File: src/rtl/ps2_mouse_init_sequencer.sv
// PS/2 mouse init sequencer and stream-mode packet assembler.
// The sequencer resets the mouse, waits for its self-test and ID bytes, enables
// data reporting, then assembles 3-byte movement packets.
// Optional feature macro: PS2_MOUSE_RATE_SET_EN adds a sample-rate command
// (0xF3, SAMPLE_RATE) after data reporting is enabled.
module ps2_mouse_init_sequencer #(
    parameter int unsigned TIMEOUT_CYCLES = 50000000,
    parameter int unsigned MAX_RETRIES    = 3
`ifdef PS2_MOUSE_RATE_SET_EN
    ,
    parameter logic [7:0]  SAMPLE_RATE    = 8'd100
`endif
) (
    input  logic       Clk,
    input  logic       Reset,
    output logic [7:0] TxData,
    output logic       TxStart,
    input  logic       TxBusy,
    input  logic       TxDone,
    input  logic       TxError,
    input  logic [7:0] RxData,
    input  logic       RxValid,
    input  logic       RxError,
    output logic [2:0] Buttons,
    output logic [8:0] DeltaX,
    output logic [8:0] DeltaY,
    output logic       PacketValid,
    output logic       Ready,
    output logic       InitError
);

    localparam int TW = $clog2(TIMEOUT_CYCLES + 1);
    localparam int RW = $clog2(MAX_RETRIES + 1);

    typedef enum logic [3:0] {
        ST_RST_SEND,
        ST_RST_ACK,
        ST_BAT,
        ST_ID,
        ST_EN_SEND,
        ST_EN_ACK,
        ST_STREAM,
        ST_ERROR
`ifdef PS2_MOUSE_RATE_SET_EN
        ,
        ST_RATE_CMD_SEND,
        ST_RATE_CMD_ACK,
        ST_RATE_VAL_SEND,
        ST_RATE_VAL_ACK
`endif
    } state_e;

    state_e        state_q, state_d;
    logic          sent_q, sent_d;       // TxStart already issued in this SEND state
    logic [TW-1:0] tmo_q, tmo_d;
    logic [RW-1:0] retry_q, retry_d;
    logic [7:0]    tx_data_q, tx_data_d;
    logic          tx_start_q, tx_start_d;
    logic [1:0]    idx_q, idx_d;
    logic [7:0]    hdr_q, hdr_d;         // latched byte 0 (buttons, signs, overflows)
    logic [7:0]    xbyte_q, xbyte_d;
    logic [2:0]    buttons_q, buttons_d;
    logic [8:0]    dx_q, dx_d;
    logic [8:0]    dy_q, dy_d;
    logic          pv_q, pv_d;

    logic          is_send, is_wait, advance, fail, tmo_hit, gap_expire;
    logic [7:0]    cmd, expect_byte;
    state_e        next_ok;

    assign tmo_hit    = (tmo_q == TW'(TIMEOUT_CYCLES - 1));
    assign gap_expire = (state_q == ST_STREAM) && (idx_q != 2'd0) && !RxValid && !RxError && tmo_hit;

    // Register all state and outputs; synchronous reset clears everything.
    always_ff @(posedge Clk) begin
        // NOTE: sequential state uses non-blocking assignments so every register
        // samples the pre-edge values regardless of statement order.
        if (Reset) begin
            state_q    <= ST_RST_SEND;
            sent_q     <= 1'b0;
            tmo_q      <= '0;
            retry_q    <= '0;
            tx_data_q  <= 8'h00;
            tx_start_q <= 1'b0;
            idx_q      <= 2'd0;
            hdr_q      <= 8'h00;
            xbyte_q    <= 8'h00;
            buttons_q  <= 3'b000;
            dx_q       <= 9'h000;
            dy_q       <= 9'h000;
            pv_q       <= 1'b0;
        end else begin
            state_q    <= state_d;
            sent_q     <= sent_d;
            tmo_q      <= tmo_d;
            retry_q    <= retry_d;
            tx_data_q  <= tx_data_d;
            tx_start_q <= tx_start_d;
            idx_q      <= idx_d;
            hdr_q      <= hdr_d;
            xbyte_q    <= xbyte_d;
            buttons_q  <= buttons_d;
            dx_q       <= dx_d;
            dy_q       <= dy_d;
            pv_q       <= pv_d;
        end
    end

    // Init sequencer: command issue, response matching, timeout and retry policy.
    always_comb begin
        // NOTE: every variable gets a default first so no path can infer a latch.
        state_d     = state_q;
        sent_d      = sent_q;
        tmo_d       = tmo_q;
        retry_d     = retry_q;
        tx_data_d   = tx_data_q;
        tx_start_d  = 1'b0;
        is_send     = 1'b0;
        is_wait     = 1'b0;
        cmd         = 8'h00;
        expect_byte = 8'h00;
        next_ok     = state_q;
        advance     = 1'b0;
        fail        = 1'b0;

        case (state_q)
            ST_RST_SEND: begin is_send = 1'b1; cmd = 8'hFF;         next_ok = ST_RST_ACK; end
            ST_RST_ACK:  begin is_wait = 1'b1; expect_byte = 8'hFA; next_ok = ST_BAT;     end
            ST_BAT:      begin is_wait = 1'b1; expect_byte = 8'hAA; next_ok = ST_ID;      end
            ST_ID:       begin is_wait = 1'b1; expect_byte = 8'h00; next_ok = ST_EN_SEND; end
            ST_EN_SEND:  begin is_send = 1'b1; cmd = 8'hF4;         next_ok = ST_EN_ACK;  end
            ST_EN_ACK: begin
                is_wait     = 1'b1;
                expect_byte = 8'hFA;
`ifdef PS2_MOUSE_RATE_SET_EN
                next_ok     = ST_RATE_CMD_SEND;
`else
                next_ok     = ST_STREAM;
`endif
            end
`ifdef PS2_MOUSE_RATE_SET_EN
            ST_RATE_CMD_SEND: begin is_send = 1'b1; cmd = 8'hF3;         next_ok = ST_RATE_CMD_ACK;  end
            ST_RATE_CMD_ACK:  begin is_wait = 1'b1; expect_byte = 8'hFA; next_ok = ST_RATE_VAL_SEND; end
            ST_RATE_VAL_SEND: begin is_send = 1'b1; cmd = SAMPLE_RATE;   next_ok = ST_RATE_VAL_ACK;  end
            ST_RATE_VAL_ACK:  begin is_wait = 1'b1; expect_byte = 8'hFA; next_ok = ST_STREAM;        end
`endif
            ST_STREAM: begin
                // Reused as the inter-byte gap timer while a packet is partial.
                if (RxValid || RxError || idx_q == 2'd0 || tmo_hit) tmo_d = '0;
                else                                                 tmo_d = tmo_q + 1'b1;
            end
            default: ;
        endcase

        if (is_send) begin
            // Receive-side traffic here is stale (e.g. from before a reset) and ignored.
            if (sent_q && TxDone)       advance = 1'b1;
            else if (sent_q && TxError) fail    = 1'b1;
            else if (tmo_hit)           fail    = 1'b1;
            else begin
                tmo_d = tmo_q + 1'b1;
                if (!sent_q && !TxBusy) begin
                    tx_start_d = 1'b1;
                    tx_data_d  = cmd;
                    sent_d     = 1'b1;
                end
            end
        end else if (is_wait) begin
            if (RxError)      fail = 1'b1;
            else if (RxValid) begin
                if (RxData == expect_byte) advance = 1'b1;
                else                       fail    = 1'b1;
            end
            else if (tmo_hit) fail = 1'b1;
            else              tmo_d = tmo_q + 1'b1;
        end

        if (advance) begin
            state_d = next_ok;
            tmo_d   = '0;
            sent_d  = 1'b0;
        end else if (fail) begin
            tmo_d  = '0;
            sent_d = 1'b0;
            if (retry_q < RW'(MAX_RETRIES - 1)) begin
                retry_d = retry_q + 1'b1;
                state_d = ST_RST_SEND;
            end else begin
                state_d = ST_ERROR;
            end
        end
    end

    // Stream-mode packet assembly with header resync and gap/error discard.
    always_comb begin
        idx_d     = idx_q;
        hdr_d     = hdr_q;
        xbyte_d   = xbyte_q;
        buttons_d = buttons_q;
        dx_d      = dx_q;
        dy_d      = dy_q;
        pv_d      = 1'b0;

        if (state_q == ST_STREAM) begin
            if (RxError) begin
                idx_d = 2'd0;
            end else if (RxValid) begin
                case (idx_q)
                    2'd0: begin
                        // Bit 3 is always set in a header byte; anything else is a misaligned byte.
                        if (RxData[3]) begin
                            hdr_d = RxData;
                            idx_d = 2'd1;
                        end
                    end
                    2'd1: begin
                        xbyte_d = RxData;
                        idx_d   = 2'd2;
                    end
                    default: begin
                        buttons_d = hdr_q[2:0];
                        dx_d      = hdr_q[6] ? 9'h000 : {hdr_q[4], xbyte_q};
                        dy_d      = hdr_q[7] ? 9'h000 : {hdr_q[5], RxData};
                        pv_d      = 1'b1;
                        idx_d     = 2'd0;
                    end
                endcase
            end else if (gap_expire) begin
                idx_d = 2'd0;
            end
        end
    end

    assign TxData      = tx_data_q;
    assign TxStart     = tx_start_q;
    assign Buttons     = buttons_q;
    assign DeltaX      = dx_q;
    assign DeltaY      = dy_q;
    assign PacketValid = pv_q;
    assign Ready       = (state_q == ST_STREAM);
    assign InitError   = (state_q == ST_ERROR);

endmodule

File: config.mk
export PLATFORM = sky130hd
export DESIGN_NAME = ps2_mouse_init_sequencer
export DESIGN_NICKNAME = d
export VERILOG_FILES = /design/src/rtl/ps2_mouse_init_sequencer.sv
export SDC_FILE = /design/constraint.sdc
export NUM_CORES = 1
export LEC_CHECK = 0
export ABC_AREA = 0
export ABC_CLOCK_PERIOD_IN_PS = 3700
export BUFFER_PORTS_ARGS = -buffer_cell sky130_fd_sc_hd__buf_4
export CORE_MARGIN = 3
export CORE_UTILIZATION = 35
export DETAILED_ROUTE_END_ITERATION = 8
export PLACE_DENSITY = 0.54
export SYNTH_ARGS = -nofsm -noshare
export SYNTH_HDL_FRONTEND = slang
export SYNTH_SLANG_ARGS = --single-unit
File: constraint.sdc
create_clock -name Clk -period 3.7 [get_ports Clk]
set_input_delay 0.185 -clock Clk [delete_from_list [all_inputs] [get_ports Clk]]
set_output_delay 0.185 -clock Clk [all_outputs]
set_load 0.03 [all_outputs]
[After elaboration in Yosys (flattened, before gate mapping)]
Cells that the tools add are included.
Cells by class
  $add $sub $neg: 2
  $lt $le $gt $ge: 1
  equality and inequality tests: 12
  muxes and demuxes: 40
  bitwise gates (word level): 9
  reductions and logical operators: 33
Operator list (number)
  $mux 26: 9
  $pmux 8 s2: 2
  $add 26x1->26 const B: 1
  $eq 26x26->1 const B: 1
  $pmux 4 s6: 1
  $mux 1: 18
  $mux 9: 2
  $eq 4x3->1 const B: 4
  $reduce_and 5->1: 2
  $not 1->1: 9
  $eq 4x2->1 const B: 2
  $eq 8x8->1: 1
  $mux 2: 4
  $mux 4: 2
  $reduce_and 4->1: 2
  $reduce_or 4->1: 2
  $logic_and 1x1->1: 7
  $ne 7x1->1 const B: 1
  $reduce_and 3->1: 2
  $reduce_or 2->1: 3
  $reduce_or 5->1: 1
  $eq 4x1->1 const B: 1
  $logic_not 1->1: 4
  $logic_not 4->1: 1
  12 further kinds: 15
Storage, ports and cells
  flip-flop bits (word level): 82
  output and inout port bits: 33
  word-level logic and storage cells: 110

[Longest topological paths before layout]
  depth in word-level cells: 11
  depth in mapped cells: 9
  gate-level depth less buffers: 7

[Worst setup path after synthesis]
OpenSTA, ideal clock, no wires.
  path type: register to register
  start: register state_q[2]
  end: register retry_q[0]
  setup time: 0.121 ns
  data arrival time: 2.136 ns
  data required time: 3.579 ns
  slack: 1.443 ns
  stages on the path, launching flop included: 7
  path buffers: 0
  clock period less this slack: 2.257 ns
  cells stage by stage: dfxtp_1 > or3b_1 > a21o_1 > a211o_1 > or3_4 > and3_4 > mux2_4
Between the ends
  cells in the longest elaborated chain, start to end: 11
  elaborated cells between the ends (all ways): 25
  classes of those cells: 6 x eq/ne; 13 x mux; 1 x bitwise; 5 x reduce/logical
RTL lines
  start, declared: RTL line 53  | state_e state_q, state_d;
  start signal, assigned: RTL line 93  | state_q <= state_d;
  $eq 4x3->1 or $eq 4x1->1 (tied branches): RTL line 126  | case (state_q)
  $reduce_or 2->1 (no line)
  $pmux 8 s2: RTL line 126
  $eq 8x8->1: RTL line 171  | if (RxData == expect_byte) advance = 1'b1;
  $mux 1: RTL line 171
  $mux 1: RTL line 170  | else if (RxValid) begin
  $mux 1: RTL line 169  | if (RxError) fail = 1'b1;
  $mux 1: RTL line 168  | end else if (is_wait) begin
  $mux 1: RTL line 155  | if (is_send) begin
  $not 1->1 (no line)
  $reduce_and 3->1 (no line) (*)
  end signal, assigned: RTL line 96  | retry_q <= retry_d;
  end, declared: RTL line 56  | logic [RW-1:0] retry_q, retry_d;
Mark *: on every way between the ends. The rest lies on a longest branch, timed or not.
A chain may end at the register's enable or synchronous reset.

[Final worst setup path]
  start: register state_q[1]
  end: register tmo_q[23]
Between the ends
  cells in the longest elaborated chain, start to end: 10
  elaborated cells between the ends (all ways): 33
  classes of those cells: 7 x eq/ne; 21 x mux; 5 x reduce/logical
RTL lines
  $eq 4x3->1 or $eq 4x1->1 (tied branches): RTL line 126
  $reduce_or 2->1 (no line)
  $pmux 8 s2: RTL line 126
  $eq 8x8->1: RTL line 171
  $mux 1: RTL line 171
  $mux 1: RTL line 170
  $mux 1: RTL line 169
  $mux 1: RTL line 168
  $mux 1: RTL line 155
  $reduce_or 3->1 (no line)
  end signal, assigned: RTL line 95  | tmo_q <= tmo_d;
  end, declared: RTL line 55  | logic [TW-1:0] tmo_q, tmo_d;
Several ways; a longest one is shown, not always the timed one.

==> implementation parameters <==
Parameter                              Value

Hold path
  Min-Delay Path Class ... primary input to flop
  HP Start ... RxData[4]
  Count of cells along the worst hold path ... 2
  Terminating pin of the worst hold path ... DeltaY[4]

STA
  Fraction of the cycle the final worst path needs ... 75.4%
  Minimum setup slack in the final design ... 911 ps
  Sum of negative setup slack ... 0 ps
  Actual transition at the worst max-transition pin ... 955 ps
  Headroom to the max-slew limit ... between 30% and 40%
  Final-report max-slew violation count ... 0
  Max Fclk ... 359 MHz
  Endpoints failing hold ... 0
  Setup repair after global routing missed its margin ... false
  Clock skew after layout ... between 6 and 7 ps
  Setup violation total in the final timing report ... 0
  Final Critical Period ... approximately 2800 ps

GRT
  Pin count of the biggest net entering global routing ... 37
  First-pass GRT wire length ... 14.5 mm
  Total GRT Usage ... 15.9%
  Remaining Overflow, GRT ... 0
  Initial antenna violation count ... 0
  Number of global-route vias before repair ... around 2900

Setup path
  Endpoint of the most critical register-to-register path ... tmo_q[23]
  Crit. End Element ... flop
  Required @ worst endpoint ... 3880 ps
  Startpoint type of the worst setup path ... flop
  Classification of the worst setup path ... flop to flop
  Register-to-register path setup slack ... 910 ps
  Highest fanout seen on the critical path ... 27
  WP data arrival ... a little under 3000 ps
  Reg2reg path depth ... 6
  Launch point of the worst reg-to-reg path ... state_q[1]

Clocking
  Number of buffers created by CTS ... 9
  Clock root cell ... sky130_fd_sc_hd__clkbuf_8
  Level count of the clock H-tree ... 3
  Sinks on the clock net ... 74
  Post-CTS Setup Bufs ... 0
  Clk pin slew, worst setup/hold paths ... roughly 90 ps
  CTS resizes ... 0
  Clock insertion delay at the later pin of the skew report ... between 300 and 400 ps
  CTS tree ... built
  Number of buffers inserted for hold repair after clock tree synthesis ... 0
  Maximum buffer depth of the clock tree ... 2

Finish
  Area growth syn-to-layout ... 17.7%
  Net count of the finished layout ... roughly 440
  Number of filler cells placed in the layout ... about 970
  Ratio of cells with drive above 1 in the final layout ... about a fifth
  Count of antenna diodes in the layout ... 0

Run
  Maximum Capacitance Violations ... 0

Power and ir drop
  LEAKAGE ... 1.56 nW
  Peak supply drop ... about 0.22 mV
  Power per cell area ... around 430 nW/um^2

Floorplan
  Die Outline Area ... 11100 sq um
  Die H ... about 110 microns
  Floorplan core area ... ~9400 sq um
  Chip Width ... 105 microns
  IO Count ... 48
  Starting Density ... 36.7%
  Number of placement rows ... 35

Synth
  Mapped Nets ... 400
  Number of standard cells after synthesis ... about 380
  Synth warn ... 0
  Syn Std Cell Area ... ~3500 sq um
  Share of the yosys chip area belonging to registers ... a little over two fifths
  Cell variety after synth ... between 50 and 60
  Number of synthesized flops with an enable pin ... 0
  Top_reg_cell synth ... sky130_fd_sc_hd__dfxtp_1
  Avg Cell Area, Syn ... between 8 and 9 sq um
  Flip-flop and latch count after synthesis ... 74
  Share of flip-flops with an asynchronous set or reset ... 0%

Drt
  Post-detailed-route wirelength per cell ... 15.8 microns
  Antenna Violating Nets Remaining ... 0
  Vias ... roughly 3100
  Detailed-route wire length ... approximately 8.8 mm
  Count of TritonRoute iterations in the first routing pass ... 4
  1st-iter DRT viols ... around 140
  DRC viols ... 0
  Post-detailed-route via-to-cell ratio ... around 5.6

Placement
  DP Wirelength ... 6.04 mm
  Number of port buffers ... 47
  Gp weighted congestion ... between 0.8 and 0.9
  Worst slack, placed ... around 920 ps

Status
  Result of the run ... complete, no violations
state kept, by name, summed over array words and instances (netlist names):
signal / flops
PacketValid: 1
idx_q: 2
Buttons: 3
DeltaY: 9
TxStart: 1
state_q: 3
DeltaX: 9
tmo_q: 26
hdr_q: 7
xbyte_q: 8
retry_q: 2
sent_q: 1
TxData: 2
power breakdown:
| part | internal, mW | switching [mW] | leakage, nW |
|---|---|---|---|
| registers | 0.813 | 0.0233 | 0.598 |
| logic | 0.0896 | 0.165 | 0.859 |
| clock network | 0.325 | 0.342 | 0.103 |
critical path, stage by stage (launching register included):
cell and delay, ps:
sky130_fd_sc_hd__dfxtp_1 580, sky130_fd_sc_hd__or3b_1 440, sky130_fd_sc_hd__a21o_1 230, sky130_fd_sc_hd__a2111oi_0 640
sky130_fd_sc_hd__nor4_1 190, sky130_fd_sc_hd__o211ai_4 400, sky130_fd_sc_hd__a2111oi_0 140
worst max path at each step:
stage	startpoint	endpoint	slack [ps]	cells after the start
floorplan	state_q[2]	retry_q[0]	1440	6
global placement	tmo_q[0]	tmo_q[23]	1000	9
detailed placement	state_q[1]	tmo_q[23]	920	6
CTS	state_q[1]	tmo_q[4]	930	6
global route	state_q[0]	tmo_q[17]	660	6
finish	state_q[1]	tmo_q[23]	910	6
cells in the mapped netlist, drive strengths merged, types with 2 or more instances:
master	number	area share [%]
nor4b	3	0.76
a22oi	2	0.43
nor4bb	3	0.87
a2111oi	4	1.1
o211ai	3	1.1
nor3	17	2.9
or2	4	0.72
a41oi	5	1.3
a22o	19	4.8
nor2	44	4.8
nor4	14	3.3
inv	5	0.54
a311oi	3	0.76
mux2i	16	4.6
and3	8	1.6
o21ai	10	1.4
buf	14	3.0
clkbuf	12	1.3
nand2	24	2.6
a211oi	10	2.2
and2	2	0.36
nand2b	4	0.72
a21oi	21	3.2
or3	6	1.2
nand3	19	2.8
or3b	2	0.51
a31oi	11	2.4
nand4	5	0.91
nor2b	3	0.54
nand3b	2	0.43
dfxtp	74	43
cell type report:
cell class | instances | area, sq um | share of cell area (%)
clock buffer | 9 | 124 | 3.05
sequential | 74 | 1480 | 36.5
multi-input combinational | 279 | 1800 | 44.4
timing repair buffer | 52 | 390 | 9.61
tap | 129 | 161 | 3.97
inverter | 5 | 18.8 | 0.462
clock inverter | 7 | 83.8 | 2.06
logic make-up (layout without fill, tap and decap cells):
group	after synthesis	in the layout	synth area share, %
buf+inv	31	73	4.82
compound gates	97	97	20.8
fa+ha+maj	1	1	0.362
flops	74	74	42.9
mux	17	17	5.07
simple gates	164	164	26.0
per-layer routing:
metal	vias to the layer above	track usage, %	share of wire, %	routed length (microns)
met5	-	0	0	0
met4	0	5.15	1.0	90
met3	6	3.37	4.7	412
met2	78	25.0	45	3940
met1	1478	21.8	49	4350
li1	1528	-	-	-
stage by stage:
step	power (mW)	cell area (sq um)	cells	hold slack, ps	utilization (%)
4_1_cts	1.77	4060	555	89.7	43.2
2_1_floorplan	1.04	3450	384	311	-
3_3_place_gp	1.11	3860	539	444	41.0
6_report	1.76	4060	555	97.1	43.2
5_1_grt	1.84	4060	555	85.1	43.2
3_5_place_dp	1.11	3860	539	448	41.0
placed cells by master, fill, tap and decap left out, types with 2 or more instances in the layout:
cell type / netlist / routed
sky130_fd_sc_hd__clkbuf_8: 0 / 9
sky130_fd_sc_hd__dfxtp_1: 74 / 74
sky130_fd_sc_hd__a22oi_1: 2 / 2
sky130_fd_sc_hd__a2111oi_1: 2 / 2
sky130_fd_sc_hd__nand3_1: 19 / 19
sky130_fd_sc_hd__a31oi_1: 10 / 10
sky130_fd_sc_hd__a211oi_1: 10 / 10
sky130_fd_sc_hd__buf_4: 8 / 52
sky130_fd_sc_hd__nand2b_1: 4 / 4
sky130_fd_sc_hd__nor4_1: 10 / 10
sky130_fd_sc_hd__o211ai_1: 2 / 2
sky130_fd_sc_hd__a21oi_1: 20 / 20
sky130_fd_sc_hd__nor4bb_1: 3 / 3
sky130_fd_sc_hd__a41oi_1: 5 / 5
sky130_fd_sc_hd__or3_1: 5 / 5
sky130_fd_sc_hd__a311oi_1: 3 / 3
sky130_fd_sc_hd__nand4_1: 5 / 5
sky130_fd_sc_hd__inv_1: 5 / 5
sky130_fd_sc_hd__and3_1: 7 / 7
sky130_fd_sc_hd__nor3_2: 3 / 3
sky130_fd_sc_hd__nor4b_1: 3 / 3
sky130_fd_sc_hd__nor2_1: 44 / 44
sky130_fd_sc_hd__or2_2: 4 / 4
sky130_fd_sc_hd__inv_6: 0 / 3
sky130_fd_sc_hd__o21ai_0: 10 / 10
sky130_fd_sc_hd__nor3_1: 14 / 14
sky130_fd_sc_hd__a22o_1: 19 / 19
sky130_fd_sc_hd__mux2i_1: 16 / 16
sky130_fd_sc_hd__a2111oi_0: 2 / 2
sky130_fd_sc_hd__nand3b_1: 2 / 2
sky130_fd_sc_hd__nor4_2: 4 / 4
sky130_fd_sc_hd__nor2b_1: 3 / 3
sky130_fd_sc_hd__nand2_1: 24 / 24
No activity file was read; power rests on OpenSTA's default activity.
